<file path="src/rtl/unpack_deframer.sv">
// rtl/unpack_deframer.sv - serial packet deframer: preamble hunt, payload regrouped into MSB-first bytes
//
// Optional feature: define UNPACK_FLYWHEEL_EN to hold framing across up to
// MAX_MISS-1 consecutive corrupted preambles (adds CHECK state and miss counter).
//
// Ports:
//   i_clk        clock
//   i_reset      asynchronous, active-high reset
//   i_data       serial bit, consumed when i_valid=1
//   i_valid      qualifier for i_data
//   o_data       payload byte, first received bit in o_data[7]
//   o_valid      one-cycle strobe qualifying o_data/o_sop/o_eop
//   o_sop        first payload byte of a packet
//   o_eop        last payload byte of a packet
//   o_locked     framing established
//   o_sync_lost  one-cycle pulse when lock is dropped (flywheel build only)
module unpack_deframer #(
  parameter int          SIZE_BIT_PACK   = 1976,
  parameter int          SIZE_PREAMBLE   = 32,
  parameter logic [31:0] PREAMBLE        = 32'h1ACFFC1D,
  parameter int          SIZE_OUTPUT_BIT = 8,
  parameter int          MAX_MISS        = 3
) (
  input  logic                       i_clk,
  input  logic                       i_reset,
  input  logic                       i_data,
  input  logic                       i_valid,
  output logic [SIZE_OUTPUT_BIT-1:0] o_data,
  output logic                       o_valid,
  output logic                       o_sop,
  output logic                       o_eop,
  output logic                       o_locked,
  output logic                       o_sync_lost
);

  localparam int PAYLOAD_BYTES = (SIZE_BIT_PACK - SIZE_PREAMBLE) / SIZE_OUTPUT_BIT;
  localparam int BCW           = $clog2(PAYLOAD_BYTES);
  localparam int BTW           = $clog2(SIZE_OUTPUT_BIT);

  localparam logic [BCW-1:0] LAST_BYTE = BCW'(PAYLOAD_BYTES - 1);
  localparam logic [BTW-1:0] LAST_BIT  = BTW'(SIZE_OUTPUT_BIT - 1);
  localparam logic [5:0]     FILL_MAX  = 6'(SIZE_PREAMBLE);
  localparam logic [5:0]     FILL_ARM  = 6'(SIZE_PREAMBLE - 1);

`ifdef UNPACK_FLYWHEEL_EN
  typedef enum logic [1:0] {
    S_SEARCH  = 2'd0,
    S_PAYLOAD = 2'd1,
    S_CHECK   = 2'd2
  } state_t;
  localparam int MW = $clog2(MAX_MISS + 1);
`else
  typedef enum logic [1:0] {
    S_SEARCH  = 2'd0,
    S_PAYLOAD = 2'd1
  } state_t;
`endif

  state_t                     state_q, state_d;
  // Only the 31 most recent bits are kept: the oldest bit of the 32-bit
  // window is always shifted out before it could take part in a compare.
  logic [SIZE_PREAMBLE-2:0]   sr_q, sr_d;
  logic [5:0]                 fill_q, fill_d;
  logic [BTW-1:0]             bit_cnt_q, bit_cnt_d;
  logic [SIZE_OUTPUT_BIT-2:0] byte_sr_q, byte_sr_d;
  logic [BCW-1:0]             byte_cnt_q, byte_cnt_d;
  logic [SIZE_OUTPUT_BIT-1:0] data_q, data_d;
  logic                       valid_q, valid_d;
  logic                       sop_q, sop_d;
  logic                       eop_q, eop_d;
  logic                       locked_q, locked_d;
`ifdef UNPACK_FLYWHEEL_EN
  logic [MW-1:0]              miss_q, miss_d;
  logic                       lost_q, lost_d;
`endif

  logic [SIZE_PREAMBLE-1:0]   window;
  logic                       armed;
  logic                       match;
  logic [5:0]                 fill_inc;

  assign window   = {sr_q, i_data};
  // Compare only once a full window of bits gathered since (re)entering the
  // hunt is present, so payload tail bits never alias into a preamble.
  assign armed    = (fill_q >= FILL_ARM);
  assign match    = armed && (window == PREAMBLE);
  assign fill_inc = (fill_q == FILL_MAX) ? fill_q : fill_q + 6'd1;

  always_ff @(posedge i_clk or posedge i_reset) begin
    if (i_reset) begin
      state_q    <= S_SEARCH;
      sr_q       <= '0;
      fill_q     <= '0;
      bit_cnt_q  <= '0;
      byte_sr_q  <= '0;
      byte_cnt_q <= '0;
      data_q     <= '0;
      valid_q    <= 1'b0;
      sop_q      <= 1'b0;
      eop_q      <= 1'b0;
      locked_q   <= 1'b0;
`ifdef UNPACK_FLYWHEEL_EN
      miss_q     <= '0;
      lost_q     <= 1'b0;
`endif
    end else begin
      state_q    <= state_d;
      sr_q       <= sr_d;
      fill_q     <= fill_d;
      bit_cnt_q  <= bit_cnt_d;
      byte_sr_q  <= byte_sr_d;
      byte_cnt_q <= byte_cnt_d;
      data_q     <= data_d;
      valid_q    <= valid_d;
      sop_q      <= sop_d;
      eop_q      <= eop_d;
      locked_q   <= locked_d;
`ifdef UNPACK_FLYWHEEL_EN
      miss_q     <= miss_d;
      lost_q     <= lost_d;
`endif
    end
  end

  always_comb begin
    state_d    = state_q;
    sr_d       = sr_q;
    fill_d     = fill_q;
    bit_cnt_d  = bit_cnt_q;
    byte_sr_d  = byte_sr_q;
    byte_cnt_d = byte_cnt_q;
    data_d     = data_q;
    valid_d    = 1'b0;
    sop_d      = 1'b0;
    eop_d      = 1'b0;
    locked_d   = locked_q;
`ifdef UNPACK_FLYWHEEL_EN
    miss_d     = miss_q;
    lost_d     = 1'b0;
`endif

    if (i_valid) begin
      sr_d = window[SIZE_PREAMBLE-2:0];
      case (state_q)
        S_SEARCH: begin
          if (match) begin
            state_d    = S_PAYLOAD;
            bit_cnt_d  = '0;
            byte_cnt_d = '0;
            locked_d   = 1'b1;
          end else begin
            fill_d = fill_inc;
          end
        end

        S_PAYLOAD: begin
          byte_sr_d = {byte_sr_q[SIZE_OUTPUT_BIT-3:0], i_data};
          bit_cnt_d = bit_cnt_q + BTW'(1);
          if (bit_cnt_q == LAST_BIT) begin
            valid_d = 1'b1;
            data_d  = {byte_sr_q, i_data};
            sop_d   = (byte_cnt_q == '0);
            eop_d   = (byte_cnt_q == LAST_BYTE);
            if (byte_cnt_q == LAST_BYTE) begin
              byte_cnt_d = '0;
              fill_d     = '0;
`ifdef UNPACK_FLYWHEEL_EN
              state_d    = S_CHECK;
`else
              state_d    = S_SEARCH;
              locked_d   = 1'b0;
`endif
            end else begin
              byte_cnt_d = byte_cnt_q + BCW'(1);
            end
          end
        end

`ifdef UNPACK_FLYWHEEL_EN
        S_CHECK: begin
          if (armed) begin
            fill_d = '0;
            if (match) begin
              state_d    = S_PAYLOAD;
              miss_d     = '0;
              bit_cnt_d  = '0;
              byte_cnt_d = '0;
            end else if (int'(miss_q) + 1 < MAX_MISS) begin
              // Framing is held by count alone for this packet.
              state_d    = S_PAYLOAD;
              miss_d     = miss_q + MW'(1);
              bit_cnt_d  = '0;
              byte_cnt_d = '0;
            end else begin
              state_d  = S_SEARCH;
              miss_d   = '0;
              locked_d = 1'b0;
              lost_d   = 1'b1;
            end
          end else begin
            fill_d = fill_inc;
          end
        end
`endif

        default: begin
          state_d = S_SEARCH;
          fill_d  = '0;
        end
      endcase
    end
  end

  assign o_data   = data_q;
  assign o_valid  = valid_q;
  assign o_sop    = sop_q;
  assign o_eop    = eop_q;
  assign o_locked = locked_q;
`ifdef UNPACK_FLYWHEEL_EN
  assign o_sync_lost = lost_q;
`else
  assign o_sync_lost = 1'b0;
`endif

endmodule

</file>
<file path="config.mk">
export PLATFORM = sky130hd
export DESIGN_NAME = unpack_deframer
export DESIGN_NICKNAME = d
export VERILOG_FILES = /design/src/rtl/unpack_deframer.sv
export SDC_FILE = /design/constraint.sdc
export NUM_CORES = 1
export LEC_CHECK = 0
export ABC_AREA = 1
export BUFFER_PORTS_ARGS = -buffer_cell sky130_fd_sc_hd__buf_4
export CAP_MARGIN = 20
export CORE_ASPECT_RATIO = 0.8
export CORE_UTILIZATION = 54
export DETAILED_ROUTE_END_ITERATION = 12
export GPL_TIMING_DRIVEN = 1
export PLACE_DENSITY = 0.72
export SKIP_CTS_REPAIR_TIMING = 1
export SLEW_MARGIN = 5
export SYNTH_ARGS = -nofsm -noshare
export SYNTH_HDL_FRONTEND = slang
export SYNTH_SLANG_ARGS = --single-unit
</file>
<file path="constraint.sdc">
create_clock -name i_clk -period 6.17 [get_ports i_clk]
set_input_delay 1.851 -clock i_clk [delete_from_list [all_inputs] [get_ports i_clk]]
set_output_delay 1.851 -clock i_clk [all_outputs]
set_load 0.01 [all_outputs]
</file>
==> run metrics, run 1 <==
core area=5500 um2; Critical Path Source=i_valid; register share of total power=0.490; CP required=6.45 ns; Final Cycle Share=0.507; Synth area leader=dfrtp_1; pwr dens=332 nW/um2; latest clock arrival within the worst-skew pair=0.34 ns; Avg Cell Area, Syn=8.09 um2; Critical Path AT=3.41 ns; worst r2r path cells=8; CP Max Fanout=50; Most common cell on crit path=nand2_1; Distinct cells, synth=23; pin count of the biggest net entering global routing=54; TritonRoute pass-1 iters=4; final worst slack=3.04 ns; dpl ws=2.70 ns; Worst setup EP type=register; Worst VDD drop=205 uV; internal power=0.829 mW; Hold/Removal Path Class=reg -> reg; total CTS buffers=9; Slew Limit Fails=0; Area Growth Syn to Fin=12.0%; area of the mapped netlist=3100 um2; FILL cells=475; Initial Utilization=0.564; Logic pwr share=0.164; number of global-route vias before repair=2261; Worst Hold Path EP=sr_q[5]; Die Area=6050 um2; setup tns final=0 ns; Least-Margin Pin Slew=0.651 ns; worst rel slew slack=0.566; Max Freq=0.320 GHz; DP HPWL=3760 um; switching power=0.322 mW; routed len/inst=11.9 um; GRT Total Usage=0.215; final wirelength=5720 um; detailed-route vias per instance=5.00; H-tree lvl count=3; clock network fraction of design power=0.346; EDFF count, synth=0; final setup skew=0.00479 ns; Iter 0 DRT Violations=179; final hold vios=0; Diodes inserted=0; Static Leakage=1.78 nW; Buf/Inv on CP=2; RePlAce Congestion=0.870; Worst path slowest cell=buf_4; unrepaired setup endpoints after global routing=no; Post-route DRC=0; DR vias=2396; hold path startpoint=sr_q[4]; footprint of the multi-input gates=1200 um2; CTS tree=yes; worst flop-to-flop path endpoint=byte_cnt_q[1]; yosys warns=0; cell row count=24; Util after Layout=0.632; initial antenna violation count=0; height of the die=69.8 um; top cells by area, synth=dfrtp_1 (54%), nand2_1 (17%), o21ai_0 (5.2%), inv_1 (5.0%), nand3_1 (3.7%); post-synthesis sequential area ratio=0.541; crit-path cells=buf_4 -> inv_2 -> a41oi_2 -> nand3_1 -> nand2_2 -> nand2_1 -> nand2_1; PortBufs=15; total gr overflow=0; Synth top cells by count=nand2_1 (144), dfrtp_1 (67), inv_1 (41); reg2reg setup slack=4.20 ns; synthesized instance count=383; Setup CP Type=in -> reg; layout cells sized above 1=0.0998; Max-cap violations=0; nature of the critical path startpoint=input pin; Sequential Area=1680 um2; Yosys reg bits=67; clock root buffer=clkbuf_8; Ports=17; TritonCTS sink count=67; status=finished clean; Top FF cell, synth=dfrtp_1; worst r2r src=fill_q[0]; final setup vio count=0; Final ANT Viol Nets=0; CTS Buffer Depth=2; sw frac=0.280; Reg clk slew, reported paths=0.07 ns; Final Critical Period=3.13 ns; most common cell in the netlist=nand2_1; asr flop ratio synth=1.00; global-route wire length before repair=9900 um; top-area cell type share of the netlist area=0.541; hold depth=2; Syn Nets=394; Top delay family on crit path=buffers and inverters; Crit path largest cell delay=0.39 ns; Die Wd=86.7 um; NumNets Final=408
==> layer usage <==
metal | vias up | global-route usage | wire length [um]
met4 | 0 | 0.0667 | 46
met5 | - | 0 | 0
met2 | 45 | 0.323 | 2570
met3 | 4 | 0.0714 | 249
li1 | 1220 | - | -
met1 | 1127 | 0.295 | 2850
==> state kept, by name, indices dropped and copies added, names as in the netlist <==
name,flops
o_valid,1
bit_cnt_q,3
byte_cnt_q,8
o_locked,1
byte_sr_q,7
o_eop,1
o_data,8
fill_q,6
o_sop,1
sr_q,31
==> tightest hold or removal path, delay by kind of cell, from the launching register on <==
kind / cells / cell delay (ns)
flip-flops: 1 / 0.34
AND/OR/NAND/NOR: 1 / 0.05
AO/OA/AOI/OAI: 1 / 0.06
==> worst max path at each step <==
stage	endpoint	cells after the start
after global routing	fill_q[2]	7
after floorplan	bit_cnt_q[0]	1
after CTS	fill_q[2]	9
after global placement	fill_q[4]	8
after detailed placement	fill_q[2]	7
final	fill_q[2]	7
==> through the flow <==
step	cells	total power, mW	hold slack [ns]	instance area, um2
2_1_floorplan	383	0.693	0.446	3100
3_3_place_gp	464	0.754	0.459	3260
3_5_place_dp	464	0.762	0.474	3260
4_1_cts	479	1.17	0.484	3470
5_1_grt	479	1.22	0.509	3470
6_report	479	1.15	0.483	3470
==> area by class of cell <==
type | count | area share
inverters | 44 | 0.0476
clock buffers | 11 | 0.0407
repair buffers | 16 | 0.0346
multi-input cells | 259 | 0.345
clock inverters | 4 | 0.0216
well taps | 78 | 0.0281
flip-flops and latches | 67 | 0.483
==> cell usage in the layout, fill, tap and decap left out, drive strengths merged, types with 3 or more instances in the layout <==
cell type  synthesis  final
o21ai             33     33
nor2              27     27
nand4             11     11
inv               44     44
buf                9     16
nor3b              3      3
nand3             23     23
clkbuf             4     11
dfrtp             67     67
nand2            147    147
ha                 7      7
==> power groups by stage <==
| stage | combinational, mW | sequential, mW | clock (mW) |
|---|---|---|---|
| after detailed placement | 0.191 | 0.571 | 0 |
| after global placement | 0.185 | 0.569 | 0 |
| after CTS | 0.193 | 0.564 | 0.410 |
| after global routing | 0.219 | 0.574 | 0.426 |
| after floorplan | 0.124 | 0.569 | 0 |
| final | 0.189 | 0.564 | 0.398 |
==> logic make-up after synthesis <==
kind of cell / count (synthesis) / share of synthesized area
simple gates: 212 / 0.286
flops: 67 / 0.541
buf+inv: 57 / 0.0731
compound gates: 36 / 0.0618
fa+ha+maj: 7 / 0.0283
xor+xnor: 3 / 0.00848
other cells: 1 / 0.00121
Power figures use the tool's default switching activity.
==> run 2: changes to the inputs <==
ABC_AREA = 0   (was 1)
clock period = 3 ns   (was 6.17 ns; I/O delays follow)
==> run metrics, run 2 <==
Power, Total=2.26 mW; synthesized instance count=249; pwr dens=671 nW/um2; worst r2r src=sr_q[29]; Syn Nets=260; post-synthesis sequential area ratio=0.560; Synth Area in Compound Gates=0.0698; top cells by area, synth=dfrtp_1 (56%), mux2_2 (15%), nand2_1 (4.3%), ha_1 (2.9%), o21ai_0 (2.2%); total CTS buffers=9; Synth top cells by count=dfrtp_1 (67), mux2_2 (39), nand2_1 (34); most frequent cells in the layout=dfrtp_1 (67), mux2_2 (39), nand2_1 (34), buf_4 (18), o21ai_0 (13); Avg Cell Area, Syn=12.0 um2; most common cell in the netlist=dfrtp_1; Synth Area in Simple Gates=0.170; area of the mapped netlist=2990 um2; largest register by flop count=sr_q; Reg clk slew, reported paths=0.07 ns; global-route wire length before repair=8590 um; worst rel slew slack=0.520; Final Cycle Share=0.790; nature of the critical path startpoint=input pin; hold path startpoint=byte_sr_q[6]; setup tns final=0 ns; Post-route DRC=0; Worst VDD drop=445 uV; worst flop-to-flop path endpoint=byte_cnt_q[7]; Max-cap violations=0; Synth Area in XOR/XNOR=0; CTS Buffer Depth=2; CTS tree=yes; height of the die=68.6 um; Die Area=5850 um2; total gr overflow=0; DR vias=1926; H-tree lvl count=3; Diodes inserted=0; Area Growth Syn to Fin=12.3%; Ports=17; NumNets Final=281; Final ANT Viol Nets=0; Slew Limit Fails=0; Finished Cell Area=3360 um2; mux cell area share after synthesis=0.147; pin count of the biggest net entering global routing=68; Synth area leader=dfrtp_1; Sequential Area=1680 um2; detailed-route vias per instance=5.72; GRT Total Usage=0.197; latest clock arrival within the worst-skew pair=0.34 ns; TritonCTS sink count=67; routed len/inst=15.0 um; yosys warns=0; Top FF cell, synth=dfrtp_1; status=finished clean; core area=5180 um2; RePlAce Congestion=0.787; hold depth=2; Util after Layout=0.649; Static Leakage=1.61 nW; PortBufs=15; number of flip-flops in the largest register=31; DP HPWL=3390 um; top-area cell type share of the netlist area=0.560; final setup skew=0.00940 ns; final hold vios=0; CP required=3.22 ns; footprint of the multi-input gates=1250 um2; Critical Path AT=2.59 ns; clock root buffer=clkbuf_8; Worst Hold Path EP=o_data[7]; initial antenna violation count=0; most common cell after layout, fill and taps aside=dfrtp_1; placed inst area=3180 um2; Initial Utilization=0.578; unrepaired setup endpoints after global routing=no; TritonRoute pass-1 iters=4; Max Freq=0.422 GHz; Setup CP Type=in -> reg; Iter 0 DRT Violations=61; asr flop ratio synth=1.00; final wirelength=5070 um; number of global-route vias before repair=1837; Yosys reg bits=67; layout cells sized above 1=0.298; Final Critical Period=2.37 ns; adder-cell share of the synthesized area=0.0293; Hold/Removal Path Class=reg -> reg; cell row count=23; reg2reg setup slack=0.81 ns; Die Wd=85.2 um; worst r2r path cells=5; CP Max Fanout=8; main combinational cell family by area after synthesis=simple AND/OR/NAND/NOR gates; FILL cells=413; Worst setup EP type=register; Distinct cells, synth=42; Least-Margin Pin Slew=0.711 ns; final setup vio count=0; EDFF count, synth=0
## run 2: how the worst max path moves through the flow
stage | from | to | slack [ns] | depth (start not counted)
after global routing | i_data | byte_cnt_q[7] | 0.46 | 6
final | i_data | byte_cnt_q[7] | 0.63 | 6
after floorplan | i_reset | bit_cnt_q[0] | 0.42 | 1
after CTS | i_data | byte_cnt_q[2] | 0.66 | 6
after global placement | i_data | byte_cnt_q[6] | 0.36 | 6
after detailed placement | i_data | byte_cnt_q[2] | 0.28 | 6
## run 2: per-layer routing
metal  vias up  GRT usage  wire, um
li1        935          -         -
met1       953      0.250      2340
met2        31      0.314      2420
met3         7     0.0726       249
met4         0     0.0784        55
met5         -          0         0
## run 2: report_power, final
part	switching [mW]	internal [mW]	total (mW)
Clock	0.342	0.325	0.667
Combinational	0.125	0.209	0.334
Sequential	0.158	1.10	1.26
Total	0.625	1.63	2.26
## run 2: final cells by class
cell class | instances | area share
flip-flops and latches | 67 | 0.499
multi-input cells | 167 | 0.372
repair buffers | 19 | 0.0462
clock buffers | 11 | 0.0421
well taps | 62 | 0.0231
clock inverters | 5 | 0.0115
inverters | 6 | 0.00670
## run 2: cell families after synthesis
family,after synthesis
simple gates,90
flops,67
mux,39
compound gates,30
buf+inv,15
fa+ha+maj,7
other cells,1
## run 2: stage by stage
stage               hold WS, ns  std cells  setup slack (ns)
finish                    0.462        337             0.630
global route              0.498        337             0.458
CTS                       0.469        337             0.659
detailed placement        0.464        321             0.284
global placement          0.452        321             0.359
floorplan                 0.433        249             0.417
## run 2: worst max-delay path, cell delays in order
cell and delay (ns):
buf_4 0.09, or4b_4 0.47, nor4_4 0.34, a41oi_1 0.39, o21ai_0 0.28, o21ai_0 0.12
==> run 3: changes to the inputs <==
clock period = 2.3 ns   (was 3 ns; I/O delays follow)
==> run metrics, run 3 (synthesis results as in run 2) <==
H-tree lvl count=3; final setup skew=0.0143 ns; CP Max Fanout=6; setup tns final=0 ns; Worst VDD drop=691 uV; Logic pwr share=0.144; latest clock arrival within the worst-skew pair=0.35 ns; switching power=0.845 mW; final wirelength=5070 um; sw frac=0.276; Final ANT Viol Nets=0; final hold vios=0; placed inst area=3210 um2; most common cell after layout, fill and taps aside=dfrtp_1; detailed-route vias per instance=5.76; RePlAce Congestion=0.806; clock root buffer=clkbuf_8; Critical Path AT=2.35 ns; height of the die=68.6 um; CTS Buffer Depth=2; pwr dens=897 nW/um2; Max Freq=0.471 GHz; TritonRoute pass-1 iters=4; Slew Limit Fails=0; cell row count=23; Initial Utilization=0.578; most frequent cells in the layout=dfrtp_1 (67), mux2_2 (39), nand2_1 (34), buf_4 (22), o21ai_0 (13); DR vias=1963; pin count of the biggest net entering global routing=68; Max-cap violations=0; internal power=2.22 mW; Least-Margin Pin Slew=0.567 ns; Reg clk slew, reported paths=0.08 ns; Setup CP Type=reg -> reg; reg2reg setup slack=0.18 ns; number of flip-flops in the largest register=31; Finished Cell Area=3410 um2; routed len/inst=14.9 um; unrepaired setup endpoints after global routing=no; Util after Layout=0.659; CTS tree=yes; NumNets Final=285; core area=5180 um2; global-route wire length before repair=8450 um; worst rel slew slack=0.619; worst flop-to-flop path endpoint=fill_q[3]; number of global-route vias before repair=1755; Hold/Removal Path Class=in -> async; Area Growth Syn to Fin=14.1%; PortBufs=15; TritonCTS sink count=67; Critical Path Sink=fill_q[3]; Final Critical Period=2.12 ns; total CTS buffers=9; Post-route DRC=0; final setup vio count=0; CP required=2.53 ns; nature of the critical path startpoint=register; Die Area=5850 um2; initial antenna violation count=0; Final Cycle Share=0.924; clock network fraction of design power=0.321; worst r2r path cells=5; total gr overflow=0; largest register by flop count=sr_q; worst r2r src=sr_q[28]; Worst setup EP type=register; register share of total power=0.534; Die Wd=85.2 um; GRT Total Usage=0.196; Diodes inserted=0; Critical Path Source=sr_q[28]; Ports=17; Iter 0 DRT Violations=100; DP HPWL=3270 um; layout cells sized above 1=0.308; status=finished clean; Static Leakage=1.63 nW
run 3: worst min path at each step:
stage | from | endpoint | slack (ns) | cells after the start
final | i_reset | sr_q[26] | 0.42 | 3
after global routing | i_reset | sr_q[26] | 0.44 | 3
after CTS | i_reset | sr_q[26] | 0.42 | 3
after detailed placement | o_data[0] | o_data[0] | 0.46 | 2
after global placement | byte_sr_q[6] | o_data[7] | 0.46 | 2
after floorplan | byte_sr_q[6] | o_data[7] | 0.43 | 2
run 3: layout make-up:
cell class,instances,area [um2]
Clock buffer,10,128
Multi-Input combinational cell,167,1250
Tap cell,62,77.6
Fill cell,393,1770
Inverter,6,26.3
Clock inverter,6,72.6
Timing Repair Buffer,23,185
Sequential cell,67,1680
run 3: through the flow:
stage / hold WS, ns / std cells / power [mW] / setup WS (ns)
floorplan: 0.433 / 249 / 1.97 / 0.130
global placement: 0.456 / 325 / 2.07 / -0.103
detailed placement: 0.464 / 325 / 2.10 / -0.116
CTS: 0.423 / 341 / 3.10 / 0.170
global route: 0.444 / 341 / 3.23 / 0.0236
finish: 0.421 / 341 / 3.06 / 0.176
run 3: worst max-delay path, cell delays in order, from the launching register on:
cell	delay [ns]
dfrtp_1	0.40
or4b_4	0.55
nor4_4	0.34
and3_1	0.36
nor3_1	0.09
a221o_1	0.26
run 3: power groups by stage:
| stage | Sequential, mW | Combinational [mW] | Clock (mW) |
|---|---|---|---|
| 2_1_floorplan | 1.59 | 0.385 | 0 |
| 3_3_place_gp | 1.64 | 0.430 | 0 |
| 3_5_place_dp | 1.65 | 0.446 | 0 |
| 4_1_cts | 1.64 | 0.449 | 1.02 |
| 5_1_grt | 1.67 | 0.495 | 1.06 |
| 6_report | 1.64 | 0.442 | 0.984 |
run 3: layer usage:
metal / vias to the layer above / share of wire / GRT usage
li1: 942 / - / -
met1: 984 / 0.51 / 0.272
met3: 5 / 0.039 / 0.0726
met5: - / 0 / 0
met2: 32 / 0.44 / 0.275
met4: 0 / 0.0081 / 0.0890
